[src/rtl/sc_gamefsm_multilevel.sv]
// Frogger game controller: lives, levels, house occupancy and the inter-level/end-of-game timer.
// The outputs are decoded from registered state only, and the strobes to the lane/score datapath are active-low.
module sc_gamefsm_multilevel #(
  parameter int N_HOUSES     = 4,
  parameter int HIDX_W       = (N_HOUSES > 1) ? $clog2(N_HOUSES) : 1,
  parameter int LIFE_W       = 2,
  parameter int INIT_LIVES   = 3,
  parameter int MAX_LIVES    = 3,
  parameter int LVL_W        = 2,
  parameter int MAX_LEVEL    = 3,
  parameter int TRANS_CYCLES = 50000000,
  parameter int TMR_W        = 26
) (
  input  logic                SC_GAMEFSM_CLOCK_50,
  input  logic                SC_GAMEFSM_RESET_InLow,
  input  logic                SC_GAMEFSM_start_InLow,
  input  logic                SC_GAMEFSM_pause_InLow,
  input  logic                SC_GAMEFSM_hit_InLow,
  input  logic                SC_GAMEFSM_houseValid_InHigh,
  input  logic [HIDX_W-1:0]   SC_GAMEFSM_houseIdx_InBUS,
  input  logic                SC_GAMEFSM_coin_InLow,
  output logic [3:0]          SC_GAMEFSM_state_OutBUS,
  output logic [LIFE_W-1:0]   SC_GAMEFSM_lives_OutBUS,
  output logic [LVL_W-1:0]    SC_GAMEFSM_level_OutBUS,
  output logic [N_HOUSES-1:0] SC_GAMEFSM_houses_OutBUS,
  output logic                SC_GAMEFSM_LoadGame_OutLow,
  output logic                SC_GAMEFSM_ClearPoint_OutLow,
  output logic                SC_GAMEFSM_SpeedClear_OutLow,
  output logic                SC_GAMEFSM_gameOver_OutHigh,
  output logic                SC_GAMEFSM_win_OutHigh
);

  localparam int HSPAN = 1 << HIDX_W;
  localparam logic [TMR_W-1:0]  TMR_LAST   = TMR_W'(TRANS_CYCLES - 1);
  localparam logic [LIFE_W-1:0] LIVES_INIT = LIFE_W'(INIT_LIVES);
  localparam logic [LIFE_W-1:0] LIVES_MAX  = LIFE_W'(MAX_LIVES);
  localparam logic [LVL_W-1:0]  LVL_LAST   = LVL_W'(MAX_LEVEL);

  typedef enum logic [3:0] {
    S_IDLE     = 4'd0,
    S_PLAY     = 4'd1,
    S_LOSELIFE = 4'd2,
    S_HOUSE    = 4'd3,
    S_COIN     = 4'd4,
    S_LEVELUP  = 4'd5,
    S_TRANS    = 4'd6,
    S_GAMEOVER = 4'd7,
    S_WIN      = 4'd8,
    S_PAUSE    = 4'd9
  } state_t;

  typedef struct packed {
    logic loadGame_n;
    logic clearPoint_n;
    logic speedClear_n;
    logic gameOver;
    logic win;
  } ctrl_t;

  state_t              state, stateNxt;
  logic [LIFE_W-1:0]   lives, livesNxt;
  logic [LVL_W-1:0]    level, levelNxt;
  logic [N_HOUSES-1:0] houses, housesNxt;
  logic [TMR_W-1:0]    timer, timerNxt;
  ctrl_t               ctrl;

  // An out-of-range index decodes to no bit at all and is treated like an occupied house.
  logic [HSPAN-1:0]    idxOneHot;
  logic [N_HOUSES-1:0] houseBit;
  logic                houseBad;
  logic                timerDone;

  assign idxOneHot = HSPAN'(1) << SC_GAMEFSM_houseIdx_InBUS;
  assign houseBit  = idxOneHot[N_HOUSES-1:0];
  assign houseBad  = (houseBit == '0) || ((houseBit & houses) != '0);
  assign timerDone = (timer == TMR_LAST);

  always_ff @(posedge SC_GAMEFSM_CLOCK_50) begin
    if (!SC_GAMEFSM_RESET_InLow) begin
      state  <= S_IDLE;
      lives  <= '0;
      level  <= '0;
      houses <= '0;
      timer  <= '0;
    end else begin
      state  <= stateNxt;
      lives  <= livesNxt;
      level  <= levelNxt;
      houses <= housesNxt;
      timer  <= timerNxt;
    end
  end

  always_comb begin
    stateNxt  = state;
    livesNxt  = lives;
    levelNxt  = level;
    housesNxt = houses;
    timerNxt  = timer;
    case (state)
      S_IDLE: begin
        if (!SC_GAMEFSM_start_InLow) begin
          livesNxt  = LIVES_INIT;
          levelNxt  = '0;
          housesNxt = '0;
          timerNxt  = '0;
          stateNxt  = S_TRANS;
        end
      end
      S_TRANS: begin
        if (timerDone) begin
          timerNxt = '0;
          stateNxt = S_PLAY;
        end else begin
          timerNxt = timer + TMR_W'(1);
        end
      end
      S_PLAY: begin
        if (!SC_GAMEFSM_pause_InLow)      stateNxt = S_PAUSE;
        else if (!SC_GAMEFSM_hit_InLow)   stateNxt = S_LOSELIFE;
        else if (SC_GAMEFSM_houseValid_InHigh) begin
          if (houseBad) begin
            stateNxt = S_LOSELIFE;
          end else begin
            housesNxt = houses | houseBit;
            stateNxt  = S_HOUSE;
          end
        end
        else if (!SC_GAMEFSM_coin_InLow)  stateNxt = S_COIN;
      end
      S_PAUSE: begin
        if (!SC_GAMEFSM_pause_InLow) stateNxt = S_PLAY;
      end
      S_LOSELIFE: begin
        if (lives != '0) livesNxt = lives - LIFE_W'(1);
        if (lives <= LIFE_W'(1)) begin
          timerNxt = '0;
          stateNxt = S_GAMEOVER;
        end else begin
          stateNxt = S_PLAY;
        end
      end
      S_HOUSE: begin
        stateNxt = (houses == '1) ? S_LEVELUP : S_PLAY;
      end
      S_COIN: begin
        if (lives < LIVES_MAX) livesNxt = lives + LIFE_W'(1);
        stateNxt = S_PLAY;
      end
      S_LEVELUP: begin
        housesNxt = '0;
        timerNxt  = '0;
        if (level == LVL_LAST) begin
          stateNxt = S_WIN;
        end else begin
          levelNxt = level + LVL_W'(1);
          stateNxt = S_TRANS;
        end
      end
      S_GAMEOVER, S_WIN: begin
        // Lives and level are left alone so the score display survives until the next start.
        if (timerDone) begin
          timerNxt = '0;
          stateNxt = S_IDLE;
        end else begin
          timerNxt = timer + TMR_W'(1);
        end
      end
      default: stateNxt = S_IDLE;
    endcase
  end

  always_comb begin
    ctrl = '{loadGame_n: 1'b1, clearPoint_n: 1'b1, speedClear_n: 1'b1, gameOver: 1'b0, win: 1'b0};
    case (state)
      S_IDLE:     ctrl.speedClear_n = 1'b0;
      S_TRANS: begin
        ctrl.speedClear_n = 1'b0;
        ctrl.loadGame_n   = (timer != '0);
        ctrl.clearPoint_n = !timerDone;
      end
      S_PAUSE:    ctrl.speedClear_n = 1'b0;
      S_LOSELIFE: ctrl.clearPoint_n = 1'b0;
      S_HOUSE:    ctrl.clearPoint_n = 1'b0;
      S_GAMEOVER: begin
        ctrl.speedClear_n = 1'b0;
        ctrl.gameOver     = 1'b1;
      end
      S_WIN: begin
        ctrl.speedClear_n = 1'b0;
        ctrl.win          = 1'b1;
      end
      default: ;
    endcase
  end

  assign SC_GAMEFSM_state_OutBUS      = state;
  assign SC_GAMEFSM_lives_OutBUS      = lives;
  assign SC_GAMEFSM_level_OutBUS      = level;
  assign SC_GAMEFSM_houses_OutBUS     = houses;
  assign SC_GAMEFSM_LoadGame_OutLow   = ctrl.loadGame_n;
  assign SC_GAMEFSM_ClearPoint_OutLow = ctrl.clearPoint_n;
  assign SC_GAMEFSM_SpeedClear_OutLow = ctrl.speedClear_n;
  assign SC_GAMEFSM_gameOver_OutHigh  = ctrl.gameOver;
  assign SC_GAMEFSM_win_OutHigh       = ctrl.win;

endmodule

[config.mk]
export PLATFORM = sky130hd
export DESIGN_NAME = sc_gamefsm_multilevel
export DESIGN_NICKNAME = d
export VERILOG_FILES = /design/src/rtl/sc_gamefsm_multilevel.sv
export SDC_FILE = /design/constraint.sdc
export NUM_CORES = 1
export LEC_CHECK = 0
export BUFFER_PORTS_ARGS = -buffer_cell sky130_fd_sc_hd__buf_2
export CORE_ASPECT_RATIO = 1.1
export CORE_MARGIN = 3
export CORE_UTILIZATION = 45
export DETAILED_ROUTE_END_ITERATION = 7
export HOLD_SLACK_MARGIN = 0.03
export PLACE_DENSITY_LB_ADDON = 0.15
export SLEW_MARGIN = 10
export SYNTH_ARGS = -nofsm -noshare
export SYNTH_HDL_FRONTEND = slang
export SYNTH_SLANG_ARGS = --single-unit
[constraint.sdc]
create_clock -name SC_GAMEFSM_CLOCK_50 -period 1.9 [get_ports SC_GAMEFSM_CLOCK_50]
set_input_delay 0.095 -clock SC_GAMEFSM_CLOCK_50 [delete_from_list [all_inputs] [get_ports SC_GAMEFSM_CLOCK_50]]
set_output_delay 0.095 -clock SC_GAMEFSM_CLOCK_50 [all_outputs]
set_load 0.1 [all_outputs]
Yosys cells after proc, flatten, opt, wreduce, memory -nomap -nowiden --
Index checks and enable logic that the tools add are counted.
Storage, ports and cells: bits in registers 38, output and inout port bits 17, word-level logic and storage cells 94
Operators by class: add/subtract/negate cells 4, $lt $le $gt $ge 2, equal/unequal tests 25, shift operators 1, multiplexer cells 35, bitwise operators 2, reductions and logical operators 20
Operators by type and width (number):
- one-hot mux 26 bit (4 select lines) | 1
- two-way mux 26 bit | 3
- two-way mux 4 bit | 14
- one-hot mux 4 bit (9 select lines) | 1
- adder 26 x 1 -> 26 bit (second input constant) | 1
- equality test 26 bit (second input constant) | 1
- nonzero test 26 bit | 1
- != test 2 bit (second input constant) | 12
- equality test 4 x 3 -> 1 bit (second input constant) | 4
- equality test 4 bit (second input constant) | 3
- one-hot mux 4 bit (3 select lines) | 1
- two-way mux 2 bit | 5
- equality test 4 x 2 -> 1 bit (second input constant) | 2
- logical NOT 4 bit | 2
- nonzero test 4 bit | 2
- two-way mux 3 bit | 2
- one-hot mux 2 bit (3 select lines) | 1
- AND reduction 3 bit | 2
- AND reduction 6 bit | 1
- nonzero test 3 bit | 2
- two-way mux 1 bit | 5
- != test 5 bit (second input constant) | 1
- AND reduction 5 bit | 1
- OR reduction 5 bit | 1
- 17 further kinds | 20

Depth between registers and ports, before layout --
Gate-level depths: netlist of the first run.
depth in word-level cells 9, gate-level depth with buffers 9

Worst setup path after synthesis of the first run --
No wires, ideal clock.
path type register to output, from register state[2] (netlist: SC_GAMEFSM_state_OutBUS[2]), to output SC_GAMEFSM_ClearPoint_OutLow, arrival time 3.547 ns, data required time 1.805 ns, slack -1.742 ns, cell stages (with the launch flop) 4, buffers on the path 1, cells stage by stage dfxtp_1 clkbuf_1 inv_1 o21ai_0
Between the ends: cells in the longest elaborated chain, start to end 3, elaborated cells between the ends (all ways) 5, those cells by class eq/ne: 3; mux: 1; reduce/logical: 1
RTL lines:
- start: declaration | RTL line 60 | state_t state, stateNxt;
- start signal: assignment | RTL line 86 | state <= stateNxt;
- equality test 4 x 2 -> 1 bit | RTL line 175 | case (state)
- OR reduction 2 bit (no source line)
- one-hot mux 1 bit (2 select lines) * | RTL line 175
- end: declaration | RTL line 27 | output logic SC_GAMEFSM_ClearPoint_OutLow,
Mark *: on every way between the ends. The rest lies on a longest branch, timed or not.

Worst setup path after layout of the first run --
from register timer[20], to output SC_GAMEFSM_LoadGame_OutLow
Between the ends: cells in the longest elaborated chain, start to end 2
RTL lines:
- start: declaration | RTL line 64 | logic [TMR_W-1:0] timer, timerNxt;
- start signal: assignment | RTL line 90 | timer <= timerNxt;
- nonzero test 26 bit | RTL line 179 | ctrl.loadGame_n = (timer != '0);
- two-way mux 1 bit | RTL line 175
- end: declaration | RTL line 26 | output logic SC_GAMEFSM_LoadGame_OutLow,
No other way between the ends.

==> results of run 1 <==
## placed cells by master (no fill, tap or decap), types with 10 or more instances in the layout
cell	count
a21oi_1	32
buf_2	23
buf_4	38
dfxtp_1	17
dfxtp_2	13
inv_1	10
nand2_1	25
nand3_1	11
nand4_1	10
nor2_1	13
o21ai_0	28
or3_1	17
## metal layers
metal,vias to the layer above,routed length (um)
li1,1229,-
met1,1108,2881
met2,41,2984
met3,7,202
met4,0,90
met5,-,0
## how the worst max path moves through the flow
stage | startpoint | endpoint | slack, ns | depth (start not counted)
after global placement | timer[7] | SC_GAMEFSM_state_OutBUS[1] | -0.09 | 6
after CTS | timer[7] | SC_GAMEFSM_LoadGame_OutLow | -0.06 | 5
final | timer[20] | SC_GAMEFSM_LoadGame_OutLow | 0.02 | 4
after global routing | timer[13] | SC_GAMEFSM_LoadGame_OutLow | -0.08 | 5
after detailed placement | timer[7] | SC_GAMEFSM_state_OutBUS[2] | -0.08 | 6
after floorplan | SC_GAMEFSM_state_OutBUS[3] | SC_GAMEFSM_state_OutBUS[0] | -0.02 | 6
## power by group through the flow
stage | sequential (uW) | clock (uW) | combinational (uW)
3_3_place_gp | 981 | 0 | 2160
4_1_cts | 962 | 571 | 2240
2_1_floorplan | 1370 | 0 | 1230
6_report | 960 | 545 | 2300
3_5_place_dp | 981 | 0 | 2170
5_1_grt | 970 | 595 | 2460
## registers in the layout, indices dropped and copies added, names as in the netlist
name	flops
SC_GAMEFSM_lives_OutBUS	2
SC_GAMEFSM_houses_OutBUS	4
timer	26
SC_GAMEFSM_level_OutBUS	2
SC_GAMEFSM_state_OutBUS	4
## metrics by stage
| step | hold WS [ns] | std cells |
|---|---|---|
| 3_3_place_gp | 0.4250 | 403 |
| 2_1_floorplan | 0.2563 | 297 |
| 5_1_grt | 0.1353 | 415 |
| 4_1_cts | 0.1026 | 413 |
| 6_report | 0.1254 | 415 |
| 3_5_place_dp | 0.4233 | 403 |
## what timing repair did
action	4_1_cts	5_1_grt
hold buffers	0	0
cloned	0	0
setup buffers	2	2
gates resized for setup	16	24
pin swaps	1	4
endpoints found under the setup margin	10	30
## critical path, stage by stage, from the launching register on
cell	delay (ns)
dfxtp_2	0.35
nor4_2	0.35
nand4b_1	0.14
or4_4	0.46
buf_12	0.19
## cells by family (layout without fill, tap and decap cells)
group | after synthesis | in the layout | share of synthesized area, %
flip-flops | 38 | 38 | 32.86
AO/OA/AOI/OAI | 86 | 86 | 21.89
multiplexers | 7 | 7 | 3.243
adder cells (fa/ha/maj) | 6 | 6 | 3.243
buffers and inverters | 25 | 87 | 4.649
AND/OR/NAND/NOR | 133 | 133 | 33.35
XOR/XNOR | 2 | 2 | 0.7569
## cell type report
| type | instances | area (um^2) |
|---|---|---|
| Timing Repair Buffer | 67 | 511.7 |
| Sequential cell | 38 | 807.0 |
| Clock inverter | 2 | 10.01 |
| Tap cell | 56 | 70.07 |
| Clock buffer | 6 | 72.57 |
| Fill cell | 437 | 1730 |
| Multi-Input combinational cell | 234 | 1568 |
| Inverter | 12 | 45.04 |
==> impl_metrics.json, run 1 <==
{
  "grt_use_total_pct": 21.45,
  "overflow": 0,
  "max_freq_mhz": 531.5,
  "io_pins": 26,
  "ant_nets": 0,
  "critPathKind": "reg2out",
  "layout.nets": 373,
  "htreeDepth": 2,
  "insertion_delay_ns": 0.29,
  "synthTopCellsByArea": "dfxtp_1, a21oi_1, o21ai_0",
  "period_minus_slack_ns": 1.882,
  "fin_crit_sh_pct": 99.03,
  "worst_ep_arrival_time_ns": 1.79,
  "slew_violations": 0,
  "hold_violations": 0,
  "required_ns": 1.80,
  "synth.most_common_cell": "dfxtp_1",
  "slew_headroom_pct": 67.84,
  "drt-initial-drc-count": 94,
  "regToRegSetupSlack_ns": 0.02,
  "yosys.area.top_type": "dfxtp_1",
  "synth_common_cells": "dfxtp_1, a21oi_1, o21ai_0",
  "place_ws_ns": -0.08453,
  "fin_skew_ns": 0.006431,
  "dpl-instance-area_um2": 2826,
  "p_seq_share_pct": 25.2,
  "finalPower_uw": 3806,
  "cp-end-kind": "output pin",
  "die_h_um": 81.22,
  "synth_top_area_share_pct": 32.86,
  "first_global_vias": 2206,
  "die_area_um2": 6041,
  "gp_congestion": 0.8372,
  "power.leakage_uw": 0.001163,
  "reg2reg_from": "SC_GAMEFSM_state_OutBUS[1]",
  "hp-class": "in2reg",
  "num_rows": 26,
  "synth.distinct_cells": 49,
  "r2r_cells": 6,
  "path_max_fanout": 6,
  "synth_enable_flop_cells": 0,
  "path_clk_slew_ns": 0.08,
  "grt_pass1_wl_um": 10090,
  "avgSynthCellArea_um2": 7.794,
  "ys_ff_latch": 38,
  "via_count": 2385,
  "fp.dieW_um": 74.38,
  "cts_tree": "built",
  "utilization_pct": 64.06,
  "syn-num-nets": 312,
  "r2r_end": "SC_GAMEFSM_state_OutBUS[2]",
  "place_hpwl_um": 4374,
  "grt.met1_usage_pct": 26.51,
  "status": "completed",
  "core_um2": 4815,
  "syn_inst": 297,
  "start_util_pct": 48.08,
  "clkPwrFrac_pct": 14.3,
  "use_met2_pct": 37.61,
  "cts_sinks": 38,
  "maxCapViolCount": 0,
  "start_kind": "flop",
  "synth_ff_type": "dfxtp_1",
  "min_to": "SC_GAMEFSM_state_OutBUS[3]",
  "final_area_um2": 3084,
  "ys_seq_area_share_pct": 32.86,
  "root_buffer": "clkbuf_8",
  "cts_made_buffers": 5,
  "power_switching_share_pct": 48.52,
  "setup_violations": 0,
  "antenna_found_initial": 0,
  "synth-warning-count": 0,
  "area.growth.synth_to_final_pct": 33.24,
  "setup_tns_ns": 0,
  "route.detailed.drc": 0,
  "met3_usage_pct": 3.960,
  "busiest_layer": "met2",
  "synthArstFlopShare_pct": 0,
  "worst_pin_slew_ns": 0.4857,
  "firstDrtPassIters": 5,
  "p_switching_uw": 1846,
  "wl_per_cell_um": 14.84,
  "internal_power_uw": 1959,
  "holdCritStartpoint": "SC_GAMEFSM_RESET_InLow",
  "cts_buffer_depth": 2,
  "grt_max_degree": 26,
  "io_buffers": 25,
  "drive_above_1_share_pct": 33.15,
  "grt_setup_unrepaired": "yes",
  "holdPathStages": 3,
  "pwr-share-comb_pct": 60.5,
  "diodes": 0,
  "vdd_ir_drop_max_uv": 781.2,
  "vias_per_cell": 5.747,
  "setup_slack_ns": 0.01838,
  "powerDensity_nw_per_um2": 1234,
  "synth_area_um2": 2315,
  "totalWireLength_um": 6158
}
No activity file was read; power rests on OpenSTA's default activity.
==> inputs of run 2 (changes only) <==
--- a/config.mk
+++ b/config.mk
@@ -11,7 +11,7 @@
 export CORE_UTILIZATION = 45
 export DETAILED_ROUTE_END_ITERATION = 7
 export HOLD_SLACK_MARGIN = 0.03
-export PLACE_DENSITY_LB_ADDON = 0.15
+export PLACE_DENSITY = 0.68
 export SLEW_MARGIN = 10
 export SYNTH_ARGS = -nofsm -noshare
 export SYNTH_HDL_FRONTEND = slang
==> run 2 against run 1 <==
The flow now finishes with violations (setup timing); design area is 3.6% higher; total power is 14% higher; wire length is 8.9% higher; clock skew hardly changed; final cell count is 0.48% lower; combinational power is 8.7% higher; global-route usage is 0.41 points higher; critical path depth stayed put; flip-flop and latch count stayed put; largest cell class unchanged; largest power group unchanged; highest routed layer unchanged.
==> impl_metrics.json, run 2 (synthesized netlist as in run 1, its figures left out) <==
{
  "start_util_pct": 48.08,
  "die_area_um2": 6041,
  "gp_congestion": 0.8183,
  "max_freq_mhz": 504.6,
  "slowest_stage": "or4_4",
  "setup_violations": 25,
  "fillers": 409,
  "largest_reg_flops": 26,
  "hp-class": "in2reg",
  "use_met2_pct": 37.17,
  "crit_chain": "nor4_4 -> nand2_1 -> or4_4 -> buf_12",
  "final_cell_mix": "buf_4, a21oi_1, o21ai_0, nand2_1, buf_2",
  "met3_usage_pct": 4.455,
  "period_minus_slack_ns": 1.982,
  "regArea_um2": 808.3,
  "die_h_um": 81.22,
  "layout.nets": 371,
  "totalWireLength_um": 6706,
  "slew_violations": 0,
  "start_kind": "flop",
  "insertion_delay_ns": 0.30,
  "regMostFlops": "timer",
  "violations": "setup timing",
  "ant_nets": 0,
  "drt-initial-drc-count": 155,
  "worst_ep_arrival_time_ns": 1.89,
  "setup_slack_ns": -0.08162,
  "place_hpwl_um": 4428,
  "firstDrtPassIters": 4,
  "powerDensity_nw_per_um2": 1355,
  "worst_pin_slew_ns": 0.5100,
  "htreeDepth": 2,
  "critPathKind": "reg2out",
  "final_area_um2": 3194,
  "root_buffer": "clkbuf_8",
  "grt_setup_unrepaired": "yes",
  "cts_buffer_depth": 2,
  "wl_per_cell_um": 16.24,
  "cp-end-kind": "output pin",
  "fin_crit_sh_pct": 104.3,
  "diodes": 0,
  "vdd_ir_drop_max_uv": 836.4,
  "path_max_fanout": 2,
  "power.leakage_uw": 0.001212,
  "cts_tree": "built",
  "holdWs_ns": 0.1179,
  "cts_hold_buf": 0,
  "via_count": 2458,
  "maxCapViolCount": 0,
  "io_buffers": 25,
  "status": "finished, violations left",
  "grt_pass1_wl_um": 10180,
  "cpPeakStageDelay_ns": 0.54,
  "num_rows": 26,
  "route.detailed.drc": 0,
  "first_global_vias": 2204,
  "antenna_found_initial": 0,
  "final_common_cell": "buf_4",
  "grt_use_total_pct": 21.86,
  "path_clk_slew_ns": 0.08,
  "hold_violations": 0,
  "slew_headroom_pct": 65.93,
  "area.growth.synth_to_final_pct": 38.00,
  "dpl-instance-area_um2": 2804,
  "drive_above_1_share_pct": 33.33,
  "core_um2": 4815,
  "io_pins": 26,
  "vias_per_cell": 5.952,
  "multi_input_area_um2": 1598,
  "cts_made_buffers": 5,
  "grt.met1_usage_pct": 26.37,
  "busiest_layer": "met2",
  "fin_skew_ns": 0.006814,
  "required_ns": 1.80,
  "fp.dieW_um": 74.38,
  "overflow": 0,
  "cts_sinks": 38,
  "grt_max_degree": 26
}
-- run 2: changes by cell type in the layout (fill, tap and decap cells not counted), sizes merged --
cell / change
bufinv: +2
clkbuf: +1
buf: -4
clkinv: -1
-- run 2: cell type report --
class	count	area share, %
multi-input combinational	234	50.02
sequential	38	25.30
timing repair buffer	65	16.76
clock buffer	5	2.154
clock inverter	3	2.154
inverter	12	1.410
tap	56	2.194
-- run 2: layer usage --
metal  wire length, um  vias up
met1              2938     1148
met3               296       12
met5                 0        -
li1                  -     1226
met4               157        0
met2              3314       72
-- run 2: metrics by stage --
| step | utilization, % | instances | total power (uW) | setup slack (ns) | setup TNS (ns) |
|---|---|---|---|---|---|
| floorplan | - | 297 | 2597 | -0.01865 | -0.05596 |
| global placement | 58.24 | 400 | 3127 | -0.1666 | -1.548 |
| detailed placement | 58.24 | 400 | 3147 | -0.2403 | -2.691 |
| CTS | 62.29 | 408 | 4024 | -0.05384 | -0.05384 |
| global route | 66.35 | 413 | 4563 | -0.1143 | -2.245 |
| finish | 66.35 | 413 | 4327 | -0.08162 | -0.7530 |
-- run 2: worst paths after layout --
path,slack (ns),cells after the start,end,startpoint
setup / recovery,-0.08,4,SC_GAMEFSM_LoadGame_OutLow,timer[7]
hold / removal,0.12,3,SC_GAMEFSM_state_OutBUS[3],SC_GAMEFSM_RESET_InLow
setup reg to reg,-0.06,7,timer[24],timer[7]
hold reg to reg,0.47,2,SC_GAMEFSM_level_OutBUS[1],SC_GAMEFSM_level_OutBUS[1]
-- run 2: critical path: cells and delay by family, from the launching register on --
family / cells / cell delay [ns]
buffers and inverters: 1 / 0.19
DFF: 1 / 0.35
and+or+nand+nor: 3 / 1.05
-- run 2: timing repair --
action,CTS,global route
buffers inserted,0,2
endpoints found under the setup margin,30,30
cloned,0,3
resized for setup,17,28
pin swaps,0,8
-- run 2: report_power, final --
| group | leakage (uW) | internal, uW | total, uW | switching, uW |
|---|---|---|---|---|
| clock | 0.0000683 | 526 | 851 | 325 |
| combinational | 0.000825 | 945 | 2500 | 1560 |
| sequential | 0.000319 | 887 | 975 | 88.3 |
